<file path="config.mk">
export PLATFORM = sky130hd
export DESIGN_NAME = led_pwm_fader
export DESIGN_NICKNAME = d
export VERILOG_FILES = /design/src/rtl/led_pwm_pkg.sv /design/src/rtl/led_pwm_channel.sv /design/src/rtl/led_pwm_fader.sv
export SDC_FILE = /design/constraint.sdc
export NUM_CORES = 1
export LEC_CHECK = 0
export CAP_MARGIN = 0
export CORE_MARGIN = 4
export CORE_UTILIZATION = 40
export CTS_BUF_LIST = sky130_fd_sc_hd__clkbuf_8
export CTS_CLUSTER_DIAMETER = 60
export DETAILED_ROUTE_END_ITERATION = 7
export PLACE_DENSITY = 0.61
export SYNTH_ARGS = -nofsm -noshare
export SYNTH_HDL_FRONTEND = slang
export SYNTH_SLANG_ARGS = --single-unit
</file>
<file path="constraint.sdc">
create_clock -name clk -period 3.9 [get_ports clk]
set_input_delay 0.78 -clock clk [delete_from_list [all_inputs] [get_ports clk]]
set_output_delay 0.78 -clock clk [all_outputs]
set_load 0.1 [all_outputs]
</file>
<file path="src/rtl/led_pwm_pkg.sv">
// Shared types and helpers for the multi-channel PWM LED fader.
package led_pwm_pkg;

    typedef enum logic [1:0] {
        MODE_OFF     = 2'b00,
        MODE_STATIC  = 2'b01,
        MODE_FADE    = 2'b10,
        MODE_BREATHE = 2'b11
    } mode_e;

    typedef enum logic {
        DIR_UP   = 1'b0,
        DIR_DOWN = 1'b1
    } dir_e;

    // Index width that never collapses to zero bits for a count of one.
    function automatic int unsigned clog2_min1(input int unsigned n);
        return (n > 1) ? $clog2(n) : 1;
    endfunction

endpackage

</file>
<file path="src/rtl/led_pwm_channel.sv">
// One PWM channel: mode/target/shadow/active duty and its registered output.
// Optional gamma correction of the loaded duty when PWM_GAMMA_EN is defined.
module led_pwm_channel
    import led_pwm_pkg::*;
#(
    parameter int WIDTH = 8
) (
    input  logic             clk,
    input  logic             rst_n,
    input  logic [WIDTH-1:0] i_cnt,
    input  logic             i_period_end,
    input  logic             i_fade_tick,
    input  logic             i_wr_stb,
    input  mode_e            i_wr_mode,
    input  logic [WIDTH-1:0] i_wr_duty,
    output logic             o_pwm,
    output logic             o_fade_done
);

    mode_e            r_mode;
    dir_e             r_dir;
    logic [WIDTH-1:0] r_target;
    logic [WIDTH-1:0] r_shadow;
    logic [WIDTH-1:0] r_active;
    logic             r_pend;
    logic             r_pwm;
    logic             r_done;

    logic [WIDTH-1:0] w_shadow_nxt;
    dir_e             w_dir_nxt;
    logic             w_pend_nxt;
    logic             w_done_nxt;
    logic [WIDTH-1:0] w_load_duty;

`ifdef PWM_GAMMA_EN
    logic [2*WIDTH-1:0] w_square;

    assign w_square    = {{WIDTH{1'b0}}, r_shadow} * {{WIDTH{1'b0}}, r_shadow};
    assign w_load_duty = w_square[2*WIDTH-1:WIDTH];
`else
    assign w_load_duty = r_shadow;
`endif

    always_comb begin
        // NOTE: every next-state signal gets a default first; a path that
        // leaves one unassigned would infer a latch.
        w_shadow_nxt = r_shadow;
        w_dir_nxt    = r_dir;
        w_pend_nxt   = r_pend;
        w_done_nxt   = 1'b0;
        case (r_mode)
            MODE_OFF:    w_shadow_nxt = '0;
            MODE_STATIC: w_shadow_nxt = r_target;
            MODE_FADE: begin
                if (i_fade_tick && r_pend) begin
                    if (r_shadow < r_target) begin
                        w_shadow_nxt = r_shadow + 1'b1;
                    end else if (r_shadow > r_target) begin
                        w_shadow_nxt = r_shadow - 1'b1;
                    end
                    if (w_shadow_nxt == r_target) begin
                        w_done_nxt = 1'b1;
                        w_pend_nxt = 1'b0;
                    end
                end
            end
            MODE_BREATHE: begin
                // Above a lowered peak the shadow walks down into range first.
                if (i_fade_tick) begin
                    if (r_target == '0) begin
                        w_shadow_nxt = '0;
                    end else if (r_shadow > r_target) begin
                        w_shadow_nxt = r_shadow - 1'b1;
                    end else if (r_dir == DIR_UP) begin
                        if (r_shadow < r_target) begin
                            w_shadow_nxt = r_shadow + 1'b1;
                        end else begin
                            w_shadow_nxt = r_shadow - 1'b1;
                            w_dir_nxt    = DIR_DOWN;
                        end
                    end else begin
                        if (r_shadow > '0) begin
                            w_shadow_nxt = r_shadow - 1'b1;
                        end else begin
                            w_shadow_nxt = r_shadow + 1'b1;
                            w_dir_nxt    = DIR_UP;
                        end
                    end
                end
            end
            default: ;
        endcase
    end

    always_ff @(posedge clk) begin
        if (!rst_n) begin
            // NOTE: all channel state is reset, not only the outputs, so a
            // reset mid-fade cannot leave a pending fade_done behind.
            r_mode   <= MODE_OFF;
            r_dir    <= DIR_UP;
            r_target <= '0;
            r_shadow <= '0;
            r_active <= '0;
            r_pend   <= 1'b0;
            r_pwm    <= 1'b0;
            r_done   <= 1'b0;
        end else begin
            // NOTE: non-blocking assignments make every flop sample pre-edge
            // values, independent of statement order.
            r_pwm <= (i_cnt < r_active);
            if (i_period_end) begin
                r_active <= w_load_duty;
            end
            if (i_wr_stb) begin
                r_mode   <= i_wr_mode;
                r_target <= i_wr_duty;
                r_dir    <= DIR_UP;
                r_pend   <= (i_wr_mode == MODE_FADE);
                r_done   <= 1'b0;
                if (i_wr_mode == MODE_OFF) begin
                    r_shadow <= '0;
                end else if (i_wr_mode == MODE_STATIC) begin
                    r_shadow <= i_wr_duty;
                end
            end else begin
                r_shadow <= w_shadow_nxt;
                r_dir    <= w_dir_nxt;
                r_pend   <= w_pend_nxt;
                r_done   <= w_done_nxt;
            end
        end
    end

    assign o_pwm       = r_pwm;
    assign o_fade_done = r_done;

endmodule

</file>
<file path="src/rtl/led_pwm_fader.sv">
// Multi-channel PWM LED fader: shared period counter, fade prescaler and
// config write decode. Define PWM_GAMMA_EN for gamma-corrected duty.
module led_pwm_fader
    import led_pwm_pkg::*;
#(
    parameter int CHANNELS = 3,
    parameter int WIDTH    = 8,
    parameter int FADE_DIV = 4
) (
    input  logic                                clk,
    input  logic                                rst_n,
    input  logic                                cfg_valid,
    output logic                                cfg_ready,
    input  logic [clog2_min1(CHANNELS)-1:0]     cfg_chan,
    input  mode_e                               cfg_mode,
    input  logic [WIDTH-1:0]                    cfg_duty,
    output logic [CHANNELS-1:0]                 pwm_out,
    output logic [CHANNELS-1:0]                 fade_done
);

    localparam int CHAN_W = clog2_min1(CHANNELS);
    localparam int PRE_W  = clog2_min1(FADE_DIV);

    logic [WIDTH-1:0]    r_cnt;
    logic [PRE_W-1:0]    r_pre;
    logic                r_cfg_ready;

    logic                w_period_end;
    logic                w_fade_tick;
    logic                w_accept;
    logic [CHANNELS-1:0] w_wr_stb;

    assign w_period_end = (r_cnt == {WIDTH{1'b1}});
    assign w_fade_tick  = w_period_end && (r_pre == PRE_W'(FADE_DIV - 1));
    assign w_accept     = cfg_valid && r_cfg_ready;
    assign cfg_ready    = r_cfg_ready;

    always_ff @(posedge clk) begin
        if (!rst_n) begin
            r_cnt       <= '0;
            r_pre       <= '0;
            r_cfg_ready <= 1'b0;
        end else begin
            r_cnt       <= r_cnt + 1'b1;
            r_cfg_ready <= 1'b1;
            if (w_period_end) begin
                r_pre <= w_fade_tick ? '0 : r_pre + 1'b1;
            end
        end
    end

    // Out-of-range channel indices match no strobe and are simply dropped.
    for (genvar gi = 0; gi < CHANNELS; gi++) begin : g_chan
        assign w_wr_stb[gi] = w_accept && (cfg_chan == CHAN_W'(gi));

        led_pwm_channel #(
            .WIDTH (WIDTH)
        ) u_chan (
            .clk          (clk),
            .rst_n        (rst_n),
            .i_cnt        (r_cnt),
            .i_period_end (w_period_end),
            .i_fade_tick  (w_fade_tick),
            .i_wr_stb     (w_wr_stb[gi]),
            .i_wr_mode    (cfg_mode),
            .i_wr_duty    (cfg_duty),
            .o_pwm        (pwm_out[gi]),
            .o_fade_done  (fade_done[gi])
        );
    end

endmodule

</file>
==> results of run 1 <==
[logic make-up (layout without fill, tap and decap cells)]
logic type / Yosys count / in the layout / synth area share (%)
multiplexers: 33 / 33 / 4.12
AO/OA/AOI/OAI: 295 / 295 / 24.1
adder cells (fa/ha/maj): 56 / 56 / 8.70
buffers and inverters: 136 / 132 / 6.84
flip-flops: 101 / 101 / 25.1
AND/OR/NAND/NOR: 381 / 381 / 22.5
XOR/XNOR: 73 / 73 / 8.62
[through the flow]
step | worst slack, ns | cells | utilization (%)
floorplan | 1.05 | 1075 | -
CTS | 0.614 | 1336 | 44.6
global route | 0.315 | 1336 | 44.6
finish | 0.613 | 1336 | 44.6
detailed placement | 0.644 | 1320 | 43.6
global placement | 0.631 | 1320 | 43.6
[layout by cell type, fill, tap and decap left out, types with 4 or more instances in the layout]
master / netlist / routed
nand4_1: 13 / 13
and3_1: 11 / 11
or3_1: 6 / 6
mux2i_1: 32 / 32
or2_2: 6 / 6
nand2b_1: 10 / 10
o22ai_1: 5 / 5
a32oi_1: 4 / 4
nor2_1: 86 / 86
o221ai_1: 8 / 8
ha_1: 56 / 56
nor4_1: 13 / 13
nor3b_1: 5 / 4
a21oi_1: 96 / 96
a22oi_1: 6 / 6
and2_1: 11 / 11
nand2_1: 127 / 127
nand3_1: 36 / 36
o31ai_1: 7 / 7
o21a_1: 9 / 9
xor2_1: 24 / 24
a31oi_1: 10 / 10
dfxtp_1: 101 / 101
xnor2_1: 45 / 45
buf_4: 6 / 38
a221oi_1: 8 / 8
a221o_1: 4 / 4
nor2b_1: 15 / 15
a21o_1: 15 / 15
nor3_1: 30 / 28
clkdlybuf4s50_1: 0 / 21
clkbuf_8: 0 / 10
o21ai_0: 57 / 57
a211oi_1: 12 / 12
xnor3_1: 4 / 4
o211ai_1: 10 / 10
inv_1: 55 / 55
[registers in the layout, indices dropped and copies added (netlist names)]
register and count:
g_chan.u_chan.r_pend 3, g_chan.u_chan.r_shadow 24, g_chan.u_chan.o_fade_done 3, r_cnt 8, cfg_ready 1, g_chan.u_chan.o_pwm 3, g_chan.u_chan.r_target 24, r_pre 2
g_chan.u_chan.r_mode 6, g_chan.u_chan.r_active 24, g_chan.u_chan.r_dir 3
[power by group through the flow]
stage	sequential, W	combinational (W)	clock (W)
after floorplan	0.00109	0.000676	0
after global placement	0.00110	0.000884	0
after detailed placement	0.00110	0.000881	0
after CTS	0.00108	0.000886	0.000682
after global routing	0.00108	0.000983	0.000724
final	0.00108	0.000896	0.000666
[metal layers]
metal | global-route usage [%] | up-vias | wire length (microns)
met5 | 0 | - | 0
met2 | 34.6 | 246 | 11300
met3 | 3.00 | 32 | 1260
met1 | 30.7 | 3646 | 11300
met4 | 5.40 | 0 | 401
li1 | - | 3814 | -
[layout make-up]
| cell class | instances | area (sq um) |
|---|---|---|
| Clock buffer | 10 | 138 |
| Clock inverter | 6 | 51.3 |
| Fill cell | 2075 | 10900 |
| Inverter | 56 | 210 |
| Multi-Input combinational cell | 838 | 5500 |
| Sequential cell | 101 | 2020 |
| Tap cell | 265 | 332 |
| Timing Repair Buffer | 60 | 515 |
[critical path, stage by stage (launching register included)]
cell and delay, ns:
dfxtp_1 0.44, inv_1 0.09, ha_1 0.33, a21oi_1 0.20
o21a_1 0.41, a31oi_4 0.20, a31o_2 0.26, a211oi_2 0.30
xnor2_1 0.10, or4_4 0.41, nor4b_2 0.32, and3_1 0.19
[path summary, 6_finish.rpt]
kind	slack, ns	from	end	depth (start not counted)
max	0.61	g_chan[0].u_chan.r_target[7]$_SDFFE_PN0P_	g_chan[0].u_chan.o_fade_done$_SDFF_PP0_	11
min	0.50	g_chan[0].u_chan.r_pend$_SDFFE_PN0P_	g_chan[0].u_chan.r_pend$_SDFFE_PN0P_	2
max reg2reg	0.61	g_chan[0].u_chan.r_target[7]$_SDFFE_PN0P_	g_chan[0].u_chan.o_fade_done$_SDFF_PP0_	11
min reg2reg	0.50	g_chan[0].u_chan.r_pend$_SDFFE_PN0P_	g_chan[0].u_chan.r_pend$_SDFFE_PN0P_	2
==> metrics.md, run 1 <==
| Metric | Value |
|---|---|
| Status | `complete, no violations` |
| Synth top cells by count | `nand2_1 (127), dfxtp_1 (101), a21oi_1 (96), nor2_1 (86), clkbuf_1 (59)` |
| Detail Placement HPWL | `around 18 mm` |
| Initial drt markers | `578` |
| Layout cell share with drive strength beyond 1 | `7.84%` |
| Setup TNS | `0 ns` |
| Fraction of power consumed by the clock network | `25.2%` |
| Post-synthesis cell count | `1075` |
| Initial Util | `41.0%` |
| Final instance area | `8760 sq um` |
| Die area | `22500 sq um` |
| Crit path arrival time | `3.62 ns` |
| Synthesis-stage register bit count | `between 100 and 150` |
| Antenna-violating nets left | `0` |
| DRC viols | `0` |
| YS warnings | `0` |
| Clock Tree Buf Depth | `2` |
| Share of the synthesized area in the top cell type | `25.1%` |
| Final setup viols | `0` |
| Leak pwr | `~3.2 nW` |
| Total Wirelength | `24.2 mm` |
| Die span in y | `150 microns` |
| Async SR Flop Fraction | `0%` |
| Synth top area cells | `dfxtp_1 (25%), ha_1 (8.7%), a21oi_1 (6.0%)` |
| Dpl cell area | `about 8600 sq um` |
| RSZ-0062 raised after global routing | `no` |
| Count leader, synth | `nand2_1` |
| Vias in the first global route | `7068` |
| Crit end category | `flip-flop` |
| Largest fanout on the critical path | `9` |
| Period utilization | `a little over four fifths` |
| Number of H-tree levels | `3` |
| Pint | `0.00166 W` |
| Core ar. | `around 20000 sq um` |
| Via-to-Cell Ratio | `5.79` |
| Critical path type | `flip-flop to flip-flop` |
| Die W | `150 microns` |
| Cts bufs inserted | `9` |
| Logic pwr share | `34.0%` |
| Power per standard cell area | `roughly 300 nW/um^2` |
| Main synth FF type | `dfxtp_1` |
| Critical path launch point type | `flip-flop` |
| Resize count post-CTS | `0` |
| Post-synth EDFFs | `0` |
| TritonRoute pass-1 iters | `6` |
| Mean Syn Cell Area | `7.49 sq um` |
| Routed vias | `between 7k and 8k` |
| Clk root buf | `clkbuf_8` |
| Final critical-path required period | `between 3 and 4 ns` |
| Tot Pwr | `~0.0026 W` |
| First-pass GRT wire length | `just under 40 mm` |
| Synth cell types | `76` |
| Area Overhead vs Synth | `8.82%` |
| Slew at the pin closest to its max-slew limit | `0.972 ns` |
| Max-cap violations | `0` |
| Min Hold Slack | `0.501 ns` |
| Register area share after synthesis | `25.1%` |
| Cell Area, Synth | `8050 sq um` |
| Hold Fails Final Rpt | `0` |
| Sw Pwr | `0.000977 W` |
| Largest area contributor in the netlist | `dfxtp_1` |
| Post-CTS Setup Inserts | `0` |
| CTS tree | `done` |
| Peak supply drop | `around 0.00019 V` |
| Data required, critical path | `4.24 ns` |
| Gr usage total | `21.6%` |
| Hold Crit Class | `flip-flop to flip-flop` |
| Switching Share | `37.0%` |
| Largest net degree at the start of global routing | `72` |
| Gr ovfl total | `0` |
| CTS clk-pin slew, worst paths | `0.10 ns` |
| Initial antenna violation count | `0` |
| I/O pin total | `22` |
| # diodes | `0` |
| FP Rows | `51` |
| Max-slew violations | `0` |
| Post-CTS Hold Fix Bufs | `0` |
| Max_slew headroom | `a little over a third` |
| Max Clock Skew | `roughly 0.017 ns` |
| Clock Latency Late Sink | `0.40 ns` |
| Achievable Freq | `304 MHz` |
| Placer congestion estimate | `approximately 0.91` |
| Buffers on Ports | `21` |
| Avg WL per Cell | `18.1 microns` |
| Clk sinks | `101` |
| Nets | `1137` |
| Reg power frac | `40.8%` |
| Syn_nets | `~1.1k` |
(Power assumes the default switching activity.)
==> run 2, diff against run 1 <==
- clock period: 3.9 -> 3.3 ns (I/O delays scaled with it)
==> metrics.md, run 2 (synthesized netlist as in run 1, its figures left out) <==
| Metric | Value |
|---|---|
| Status | `complete, no violations` |
| Post-Place Cells | `about 1.4k` |
| CTS clk-pin slew, worst paths | `0.10 ns` |
| Gr ovfl total | `0` |
| Layer with the highest usage | `met2` |
| Initial antenna violation count | `0` |
| First-pass GRT wire length | `40.1 mm` |
| Die area | `22500 sq um` |
| Hold Crit Class | `flip-flop to flip-flop` |
| I/O pin total | `22` |
| Layout Utilization | `46.3%` |
| Cell chain of the critical path | `ha_1 > nand2_1 > nor3_2 > and2_1 > buf_4 > o21ai_0 > nand3_1 > nand2_1 > or3_1 > o22ai_1` |
| Max Clock Skew | `0.0168 ns` |
| Hold_sp | `g_chan[0].u_chan.r_target[3]$_SDFFE_PN0P_` |
| Sequential cell area | `2020 sq um` |
| Layout cell share with drive strength beyond 1 | `approximately 12%` |
| Commonest non-fill, non-tap cell in the layout | `nand2_1` |
| Data required, critical path | `approximately 3.6 ns` |
| Peak supply drop | `0.000182 V` |
| Setup TNS | `0 ns` |
| Placer congestion estimate | `~0.94` |
| Total Wirelength | `about 25 mm` |
| # fillers | `between 2k and 2.5k` |
| Largest net degree at the start of global routing | `37` |
| Nets | `1180` |
| Core ar. | `19700 sq um` |
| DRC viols | `0` |
| Hold path depth | `2` |
| Clock Latency Late Sink | `0.39 ns` |
| Power per standard cell area | `360 nW/um^2` |
| Cts bufs inserted | `9` |
| RSZ-0062 raised after global routing | `no` |
| Tot Pwr | `0.00327 W` |
| Achievable Freq | `319 MHz` |
| Avg WL per Cell | `18.1 microns` |
| Antenna-violating nets left | `0` |
| Area Overhead vs Synth | `13.1%` |
| Max-cap violations | `0` |
| # diodes | `0` |
| Most frequent cells in the layout | `nand2_1 (127), dfxtp_1 (99), a21oi_1 (96), buf_4 (88), nor2_1 (85)` |
| Critical path type | `flip-flop to flip-flop` |
| Multi-input gate area | `5510 sq um` |
| Detail Placement HPWL | `about 19 mm` |
| Number of H-tree levels | `3` |
| Buffers on Ports | `21` |
| Leak pwr | `3.49 nW` |
| Flop-to-flop setup slack | `0.16 ns` |
| Critical path launch point type | `flip-flop` |
| Post-CTS Setup Inserts | `0` |
| Hold Fails Final Rpt | `0` |
| CTS tree | `done` |
| Fin cells | `roughly 1.4k` |
| Reg-to-reg critical path startpoint | `r_cnt[0]$_SDFF_PN0_` |
| Crit path arrival time | `3.45 ns` |
| Gr usage total | `22.4%` |
| GR Util met3 | `3.33%` |
| Period utilization | `95.0%` |
| Die W | `150 microns` |
| Critical Path Max Stage Delay | `0.62 ns` |
| Clock Tree Buf Depth | `2` |
| Crit path max-delay cell type | `dfxtp_1` |
| Final critical-path required period | `3.14 ns` |
| Reg-to-reg endpoint | `g_chan[2].u_chan.r_shadow[2]$_SDFFE_PN0P_` |
| Largest fanout on the critical path | `11` |
| GR Util met1 | `30.0%` |
| Vias in the first global route | `7390` |
| Top flop regs | `g_chan.u_chan.r_active x24, g_chan.u_chan.r_shadow x24, g_chan.u_chan.r_target x24` |
| Clk sinks | `101` |
| FP Rows | `51` |
| Crit end category | `flip-flop` |
| CP Buf/Inv Count | `1` |
| Grt met2 use | `about 37%` |
| Post-CTS Hold Fix Bufs | `0` |
| Via-to-Cell Ratio | `roughly 5.8` |
| Initial drt markers | `568` |
| Max-slew violations | `0` |
| Min Hold Slack | `0.498 ns` |
| Crit-path leading delay family | `simple AND/OR/NAND/NOR gates` |
| WHS Endpoint | `g_chan[0].u_chan.r_target[3]$_SDFFE_PN0P_` |
| Slew at the pin closest to its max-slew limit | `0.843 ns` |
| TritonRoute pass-1 iters | `8` |
| Clk root buf | `clkbuf_8` |
| Routed vias | `7963` |
| Die span in y | `150 microns` |
| Most numerous cell on the critical path | `nand2_1` |
| Worst R2R Path Depth | `10` |
| Final setup viols | `0` |
| Initial Util | `41.0%` |
| Max_slew headroom | `43.4%` |
==> run 2: layer usage <==
metal  up-vias  share of wire (%)
met5         -                  0
met3        58                5.7
met4         0                2.9
met1      3746                 45
met2       275                 46
li1       3884                  -
==> run 2: how the worst max path moves through the flow <==
stage / depth (start not counted) / from / to
floorplan: 12 / g_chan[0].u_chan.r_shadow[0]$_SDFFE_PN0P_ / g_chan[0].u_chan.o_fade_done$_SDFF_PP0_
global placement: 11 / g_chan[0].u_chan.r_target[5]$_SDFFE_PN0P_ / g_chan[0].u_chan.o_fade_done$_SDFF_PP0_
detailed placement: 11 / g_chan[0].u_chan.r_target[3]$_SDFFE_PN0P_ / g_chan[0].u_chan.o_fade_done$_SDFF_PP0_
CTS: 11 / g_chan[0].u_chan.r_target[3]$_SDFFE_PN0P_ / g_chan[0].u_chan.o_fade_done$_SDFF_PP0_
global route: 11 / g_chan[0].u_chan.r_target[5]$_SDFFE_PN0P_ / g_chan[0].u_chan.r_pend$_SDFFE_PN0P_
finish: 10 / r_cnt[0]$_SDFF_PN0_ / g_chan[2].u_chan.r_shadow[2]$_SDFFE_PN0P_
==> run 2: stage by stage <==
step | area, sq um | setup WS, ns
detailed placement | 8880 | 0.215
global route | 9110 | 0.0125
finish | 9110 | 0.165
CTS | 9090 | 0.189
floorplan | 8050 | 0.452
global placement | 8880 | 0.261
==> run 2: worst register-to-register path, stage by stage (launching register included) <==
cell,delay (ns)
dfxtp_1,0.62
ha_1,0.30
nand2_1,0.11
nor3_2,0.17
and2_1,0.52
buf_4,0.23
o21ai_0,0.12
nand3_1,0.15
nand2_1,0.25
or3_1,0.42
o22ai_1,0.17
==> run 2: area by class of cell <==
cell class                 count  area share (%)
timing repair buffer         103            9.01
clock inverter                 5           0.646
inverter                      56            2.31
sequential                   101            22.2
tap                          265            3.64
clock buffer                  11            1.66
multi-input combinational    838            60.5
==> run 2: timing repair <==
action | 4_1_cts | 5_1_grt
endpoints found under the hold margin | 0 | 0
resized for setup | 0 | 6
setup endpoints to repair | 0 | 2
==> run 2: report_power, final <==
group	switching, W	leakage (nW)	internal (W)
clock	0.000469	0.107	0.000394
combinational	0.000674	2.57	0.000474
sequential	0.0000237	0.818	0.00124
==> run 3, diff against run 2 <==
--- a/config.mk
+++ b/config.mk
@@ -11,4 +11,5 @@
 export CTS_BUF_LIST = sky130_fd_sc_hd__clkbuf_8
 export CTS_CLUSTER_DIAMETER = 60
+export CTS_CLUSTER_SIZE = 40
 export DETAILED_ROUTE_END_ITERATION = 7
 export PLACE_DENSITY = 0.61
==> constraint.sdc (replaced) <==
create_clock -name clk -period 3.3 [get_ports clk]
set_input_delay 0.495 -clock clk [delete_from_list [all_inputs] [get_ports clk]]
set_output_delay 0.495 -clock clk [all_outputs]
set_load 0.1 [all_outputs]
==> metrics.md, run 3 (synthesized netlist as in run 1, its figures left out) <==
| Metric | Value |
|---|---|
| I/O pin total | `22` |
| Max-cap violations | `0` |
| Max-slew violations | `0` |
| Final critical-path required period | `roughly 3.1 ns` |
| Routed vias | `7915` |
| Setup TNS | `0 ns` |
| Detail Placement HPWL | `18.9 mm` |
| Most frequent cells in the layout | `nand2_1 (127), dfxtp_1 (100), a21oi_1 (96), nor2_1 (85), buf_4 (71)` |
| CTS clk-pin slew, worst paths | `0.10 ns` |
| Vias in the first global route | `~7.5k` |
| Critical path type | `flip-flop to flip-flop` |
| Buffers on Ports | `21` |
| Hold Crit Class | `flip-flop to flip-flop` |
| Layout cell share with drive strength beyond 1 | `11.1%` |
| DRC viols | `0` |
| Nets | `1171` |
| Status | `complete, no violations` |
| Hold Fails Final Rpt | `0` |
| Antenna-violating nets left | `0` |
| CTS tree | `done` |
| Achievable Freq | `323 MHz` |
| Largest net degree at the start of global routing | `36` |
| Clock Latency Late Sink | `0.39 ns` |
| Largest fanout on the critical path | `6` |
| Critical path launch point type | `flip-flop` |
| Worst slack, placed | `0.182 ns` |
| RSZ-0062 raised after global routing | `no` |
| Power per standard cell area | `354 nW/um^2` |
| Gr ovfl total | `0` |
| Clock Tree Buf Depth | `2` |
| Final setup viols | `0` |
| Via-to-Cell Ratio | `5.78` |
| Slew at the pin closest to its max-slew limit | `0.994 ns` |
| Area Overhead vs Synth | `12.3%` |
| Die span in y | `around 150 microns` |
| Crit path arrival time | `3.43 ns` |
| Cts bufs inserted | `9` |
| Die area | `between 20000 and 25000 sq um` |
| Min Hold Slack | `0.498 ns` |
| First-pass GRT wire length | `40.5 mm` |
| GR Util met1 | `30.3%` |
| Placer congestion estimate | `0.956` |
| Initial Util | `about two fifths` |
| Peak supply drop | `0.000202 V` |
| Core ar. | `a little under 20000 sq um` |
| Gr usage total | `a little under a quarter` |
| Clk sinks | `101` |
| Initial antenna violation count | `0` |
| Commonest non-fill, non-tap cell in the layout | `nand2_1` |
| GR Util met3 | `around 3.3%` |
| Final WS setup | `0.206 ns` |
| Crit end category | `flip-flop` |
| # fillers | `around 2.0k` |
| Number of H-tree levels | `3` |
| Layout Utilization | `46.0%` |
| Period utilization | `93.8%` |
| Max Clock Skew | `0.0167 ns` |
| Tot Pwr | `0.00320 W` |
| Die W | `150 microns` |
| Layer with the highest usage | `met2` |
| Total Wirelength | `25.0 mm` |
| Initial drt markers | `742` |
| Max_slew headroom | `33.5%` |
| Top flop regs | `g_chan.u_chan.r_active x24, g_chan.u_chan.r_shadow x24, g_chan.u_chan.r_target x24` |
| Clk root buf | `clkbuf_8` |
| TritonRoute pass-1 iters | `5` |
| FP Rows | `51` |
| Avg WL per Cell | `18.2 microns` |
| Grt met2 use | `36.3%` |
| # diodes | `0` |
| Data required, critical path | `3.64 ns` |
| Leak pwr | `3.43 nW` |
[run 3: cell types whose count changed in the layout (fill, tap and decap cells not counted), sizes merged]
| cell | before | now |
|---|---|---|
| clkbuf | 11 | 9 |
| buf | 89 | 73 |
| clkdlybuf4s50 | 14 | 21 |
| clkinv | 1 | 3 |
[run 3: per-layer routing]
metal	part of all wire [%]	wire length, microns
met1	44	11000
met4	3.1	772
met3	6.2	1560
met2	47	11700
met5	0	0
[run 3: area by class of cell]
cell class | count | area, sq um | area share (%)
clock buffers | 9 | 124 | 1.37
multi-input cells | 838 | 5510 | 60.9
repair buffers | 94 | 783 | 8.66
inverters | 56 | 210 | 2.32
well taps | 265 | 332 | 3.67
flip-flops and latches | 101 | 2020 | 22.4
clock inverters | 7 | 65.1 | 0.719
[run 3: worst max-delay path, cell delays in order (launching register included)]
cell and delay (ns):
dfxtp_1 0.40, inv_1 0.10, ha_1 0.32, nand4_2 0.17, or2_4 0.33, a31oi_4 0.24
xnor2_1 0.20, xor2_1 0.17, nand4_1 0.10, or4_4 0.49, nor4b_2 0.34, and3_1 0.19
[run 3: path summary, 6_finish.rpt]
kind	endpoint	slack, ns	from	cells after the start
max	g_chan[0].u_chan.o_fade_done$_SDFF_PP0_	0.21	g_chan[0].u_chan.r_target[5]$_SDFFE_PN0P_	11
min	g_chan[0].u_chan.r_pend$_SDFFE_PN0P_	0.50	g_chan[0].u_chan.r_pend$_SDFFE_PN0P_	2
max reg2reg	g_chan[0].u_chan.o_fade_done$_SDFF_PP0_	0.21	g_chan[0].u_chan.r_target[5]$_SDFFE_PN0P_	11
min reg2reg	g_chan[0].u_chan.r_pend$_SDFFE_PN0P_	0.50	g_chan[0].u_chan.r_pend$_SDFFE_PN0P_	2
[run 3: repair_timing]
| item | in CTS | in global routing |
|---|---|---|
| endpoints found under the setup margin | 0 | 3 |
| resized for setup | 0 | 6 |
| setup buffers | 0 | 2 |
| hold buffers | 0 | 0 |
[run 3: stage by stage]
step	instances	area [sq um]
floorplan	1075	8050
global placement	1352	8830
detailed placement	1352	8830
CTS	1368	9020
global route	1370	9040
finish	1370	9040
[run 3: power by group]
| part | leakage, nW | switching (W) | internal [W] |
|---|---|---|---|
| Sequential | 0.817 | 0.0000225 | 0.00124 |
| Clock | 0.101 | 0.000458 | 0.000347 |
| Combinational | 2.51 | 0.000665 | 0.000468 |
